File: config.mk
export PLATFORM = sky130hd
export DESIGN_NAME = mem_rr_arbiter
export DESIGN_NICKNAME = d
export VERILOG_FILES = /design/src/rtl/mem_rr_arbiter.sv
export SDC_FILE = /design/constraint.sdc
export NUM_CORES = 1
export LEC_CHECK = 0
export CAP_MARGIN = 20
export CORE_ASPECT_RATIO = 1.4
export CORE_MARGIN = 5
export CORE_UTILIZATION = 43
export DETAILED_ROUTE_END_ITERATION = 8
export GPL_TIMING_DRIVEN = 0
export PLACE_DENSITY = 0.95
export SLEW_MARGIN = 15
export SYNTH_ARGS = -nofsm -noshare
export SYNTH_HDL_FRONTEND = slang
export SYNTH_SLANG_ARGS = --single-unit
File: constraint.sdc
create_clock -name clk -period 5.55 [get_ports clk]
set_clock_uncertainty 0.05 [all_clocks]
set_input_delay 1.665 -clock clk [delete_from_list [all_inputs] [get_ports clk]]
set_output_delay 1.665 -clock clk [all_outputs]
set_load 0.02 [all_outputs]
File: src/rtl/mem_rr_arbiter.sv
// mem_rr_arbiter: two-master round-robin arbiter serialising requests onto a single-port memory
module mem_rr_arbiter #(
    parameter int ADDR_WIDTH = 6,
    parameter int DATA_WIDTH = 8
) (
    input  logic                  clk,
    input  logic                  rst,
    input  logic                  req0_valid,
    output logic                  req0_ready,
    input  logic                  req0_wr_rd,
    input  logic [ADDR_WIDTH-1:0] req0_addr,
    input  logic [DATA_WIDTH-1:0] req0_wdata,
    output logic                  rsp0_valid,
    output logic [DATA_WIDTH-1:0] rsp0_rdata,
    input  logic                  req1_valid,
    output logic                  req1_ready,
    input  logic                  req1_wr_rd,
    input  logic [ADDR_WIDTH-1:0] req1_addr,
    input  logic [DATA_WIDTH-1:0] req1_wdata,
    output logic                  rsp1_valid,
    output logic [DATA_WIDTH-1:0] rsp1_rdata,
    output logic                  mem_valid,
    input  logic                  mem_ready,
    output logic                  mem_wr_rd,
    output logic [ADDR_WIDTH-1:0] mem_addr,
    output logic [DATA_WIDTH-1:0] mem_wdata,
    input  logic [DATA_WIDTH-1:0] mem_rdata
);
    typedef enum logic [1:0] {IDLE, ISSUE, WAIT_RD} state_t;

    state_t state;
    logic   last_grant;
    logic   gnt;
    logic   sel;

    // pick a master: the lone requester, or the one not granted last time on a tie
    always_comb begin
        sel        = (req0_valid && req1_valid) ? !last_grant : req1_valid;
        req0_ready = state == IDLE && req0_valid && !sel;
        req1_ready = state == IDLE && req1_valid && sel;
    end

    // accept one request, present it to memory, then route any read data back
    always_ff @(posedge clk) begin
        if (rst) begin
            state      <= IDLE;
            last_grant <= 1'b1;
            gnt        <= 1'b0;
            mem_valid  <= 1'b0;
            mem_wr_rd  <= 1'b0;
            mem_addr   <= '0;
            mem_wdata  <= '0;
            rsp0_valid <= 1'b0;
            rsp1_valid <= 1'b0;
            rsp0_rdata <= '0;
            rsp1_rdata <= '0;
        end else begin
            rsp0_valid <= 1'b0;
            rsp1_valid <= 1'b0;
            case (state)
                IDLE: begin
                    if (req0_ready || req1_ready) begin
                        gnt       <= sel;
                        mem_valid <= 1'b1;
                        mem_wr_rd <= sel ? req1_wr_rd : req0_wr_rd;
                        mem_addr  <= sel ? req1_addr : req0_addr;
                        mem_wdata <= sel ? req1_wdata : req0_wdata;
                        state     <= ISSUE;
                    end
                end
                ISSUE: begin
                    if (mem_ready) begin
                        mem_valid  <= 1'b0;
                        last_grant <= gnt;
                        state      <= mem_wr_rd ? IDLE : WAIT_RD;
                    end
                end
                WAIT_RD: begin
                    if (gnt) begin
                        rsp1_valid <= 1'b1;
                        rsp1_rdata <= mem_rdata;
                    end else begin
                        rsp0_valid <= 1'b1;
                        rsp0_rdata <= mem_rdata;
                    end
                    state <= IDLE;
                end
                default: state <= IDLE;
            endcase
        end
    end
endmodule

==> results.md <==
Run status:
- The flow ran to the end, and the final reports show no timing, DRC or antenna violations.

Yosys:
- The number of register bits inferred by synthesis is 38.
- The netlist uses 26 different library cells.
- Yosys attributes the largest share of cell area to sky130_fd_sc_hd__dfxtp_1 (48%), sky130_fd_sc_hd__mux2i_1 (10%), sky130_fd_sc_hd__a311oi_2 (9.4%), sky130_fd_sc_hd__nand2_1 (7.5%), sky130_fd_sc_hd__a21oi_1 (5.3%).
- The average size of a mapped cell is 9.53 um^2.
- In this run the cell area of the synthesized design comes to 1590 um^2.
- The post-synthesis net count is 210.
- The area fraction of the dominant cell type after synthesis is 47.8%.
- The fraction of the yosys area taken by sequential cells is a little under half.
- The synthesis warning total is 0.
- The count of mapped cells out of synthesis is 167.
- sky130_fd_sc_hd__dfxtp_1 takes more of the synthesized area than any other cell.

Floorplanning:
- The region available for standard cell placement spans 3610 um^2.
- Once the floorplan was initialized, standard cells occupied between 40 and 50% of the core.
- During I/O placement, the number of pins put on the boundary was 79.
- The width of the die is 61.4 um.
- The floorplan step defined a die boundary enclosing 5040 um^2.
- The row count is 26.
- The floorplan step set the die height to 82.0 um.

Power:
- The design draws about 740 uW.
- The largest voltage drop on the vdd net is 0.232 mV.
- Power spread over the standard cell area amounts to about 290 nW/um^2.
- The leakage power is 1.00 nW.

Drt:
- The routed via count is 1467.
- In the routed design, unresolved DRC markers number 0.
- The wire length after detailed routing is 3.99 mm.
- The via density per instance is 5.01.
- Dividing the detail-routed wire length by the instance count gives 13.6 um.
- The first detailed-routing pass ran for 4 iterations.
- The number of antenna-violating nets in the routed design is 0.
- The violation count after the first detailed-route iteration is between 60 and 70.

Finish:
- The final layout contains 293 nets.
- The repair_antennas step left the layout with diodes totalling 0.
- The number of filler cells placed in the layout is 283.
- At the end of the flow the core is filled with cells to 70.7%.
- Excluding fillers, the count of instances in the completed layout stands at 293.
- Compared with the post-synthesis result, the final layout area differs by 60.5%.
- In the final layout, the share of cells above drive strength 1 is 12.4%.

Place:
- The number of port buffers is 77.
- The cell total after placement is roughly 290.
- Routability-driven placement finished with a final weighted congestion of 0.780.
- The detailed placer's ending HPWL is approximately 3.1 mm.

STA:
- The maximum clock frequency is 191 MHz.
- The actual slew at the worst max-slew pin is 0.662 ns.
- The count of pins over their slew limit is 0.
- The relative slew slack is 55.9%.
- The total setup violations reported at the end of the flow is 0.
- For the finished layout, the period the worst path requires is 5.22 ns.
- The part of the cycle the worst path needs is 94.1%.
- The number of hold violations in the final report came to 0.
- The final-layout worst hold slack is 0.406 ns.
- Setup repair after global routing left no endpoint under its margin.
- Summed over all failing endpoints, the final setup total negative slack is 0 ns.

Global routing:
- The total routing usage reported by global routing is 16.9%.
- The initial antenna violation count is 0.
- Entering global routing, the biggest net connects 13 pins.
- The first-pass GRT wire length is 6.40 mm.
- The number of global-route vias before repair is 1470.
- The remaining global-route overflow is 0.

Clocking:
- The total clock buffers created by CTS is 5.
- The post-CTS setup buffer count is 0.
- The clock latency on the worst-skew pair is 0.28 ns.
- The CTS sink count is 38.
- The CTS tree is built.
- The tree is rooted in a sky130_fd_sc_hd__clkbuf_8.
- Clock-pin slew was measured on the worst setup and hold paths at around 0.070 ns.
- The number of buffers between clock root and the deepest sink is 2.
- The maximum level of the CTS H-tree is 2.
- The post-cts resize count is 0.

Worst setup path:
- The worst path arrival time is ~3.5 ns.
- The largest fanout on the critical path is 17.
- The startpoint type of the worst setup path is an input port.
- STA classifies the critical path endpoint as a primary output.
- The category of the critical setup timing path is in2out.
- For the worst setup path, the data required time is about 3.8 ns.

Run:
- The max-cap violation count is 0.

Hold path:
- The min-delay analysis places its worst path in the category reg2reg.
## sequential cells by signal (all words and copies together) (netlist names), 2 cells and up
name        cells
mem_addr        6
rsp1_rdata      8
rsp0_rdata      8
state           2
mem_wdata       8
## metal layers
layer | up-vias | GRT usage [%] | wire length (um)
met5 | - | 0 | 0
met4 | 0 | 5.94 | 40
met3 | 5 | 6.45 | 422
met2 | 62 | 31.4 | 2070
li1 | 747 | - | -
met1 | 653 | 16.6 | 1460
## cells in the mapped netlist (all sizes together)
cell / instances
a211o: 1
a21bo: 1
a21boi: 2
a21oi: 17
a311oi: 15
and2: 1
and3: 1
buf: 9
clkbuf: 5
dfxtp: 38
inv: 1
mux2i: 16
nand2: 32
nand3b: 2
nor2: 19
nor2b: 1
nor3: 2
nor3b: 1
o21ba: 1
or2: 1
or3b: 1
## logic make-up (layout without fill, tap and decap cells)
group           count (synthesis)  in the layout  share of synthesized area (%)
mux                            16             16                           10.1
flops                          38             38                           47.8
buf+inv                        15             99                           5.35
simple gates                   61             61                           16.5
compound gates                 37             37                           20.3
## critical path, cell delays in order
cell	delay, ns
sky130_fd_sc_hd__clkdlybuf4s50_1	0.48
sky130_fd_sc_hd__a21bo_2	0.24
sky130_fd_sc_hd__buf_2	0.22
sky130_fd_sc_hd__nor3_1	0.24
sky130_fd_sc_hd__clkdlybuf4s50_1	0.67
## through the flow
step                      cell area, um^2  worst slack [ns]
final                                2550             0.327
after global routing                 2550             0.240
after CTS                            2560            0.0811
after detailed placement             2410            0.0865
after global placement               2410            0.0885
after floorplan                      1590              1.29
## area by class of cell
type / count / area [um^2] / area share, %
Buffer: 13 / 77.6 / 3.04
Clock buffer: 6 / 82.6 / 3.23
Clock inverter: 2 / 60.1 / 2.35
Inverter: 1 / 3.75 / 0.147
Multi-Input combinational cell: 114 / 746 / 29.2
Sequential cell: 38 / 761 / 29.8
Tap cell: 42 / 52.6 / 2.06
Timing Repair Buffer: 77 / 771 / 30.2
## timing repair
| item | in CTS | in global routing |
|---|---|---|
| setup endpoints to repair | 0 | 1 |
| endpoints found under the hold margin | 0 | 0 |
| hold buffers | 0 | 0 |
## power by group
part,total (mW),internal (mW),switching (mW)
Combinational,0.157,0.0833,0.0739
Sequential,0.301,0.290,0.0104
Clock,0.283,0.192,0.0911
Total,0.741,0.565,0.175
## worst paths after layout
| kind | endpoint | slack (ns) | startpoint | cells after the start |
|---|---|---|---|---|
| setup / recovery | req1_ready | 0.33 | req0_valid | 5 |
| hold / removal | mem_valid | 0.41 | mem_valid | 2 |
| setup reg to reg | mem_addr[5] | 4.03 | last_grant | 4 |
| hold reg to reg | mem_valid | 0.41 | mem_valid | 2 |
## layout by cell type (no fill, tap or decap), drive strengths merged
| cell type | instances |
|---|---|
| o21ba | 1 |
| and3 | 1 |
| a211o | 1 |
| nor3b | 1 |
| and2 | 1 |
| or2 | 1 |
| inv | 1 |
| nor3 | 2 |
| a21boi | 2 |
| a21oi | 17 |
| clkbuf | 10 |
| or3b | 1 |
| a311oi | 15 |
| dfxtp | 38 |
| buf | 9 |
| a21bo | 1 |
| clkdlybuf4s50 | 77 |
| nor2 | 19 |
| bufinv | 2 |
| nand2 | 32 |
| nor2b | 1 |
| mux2i | 16 |
| nand3b | 2 |
Note: power is estimated with default switching activity, not from simulation.
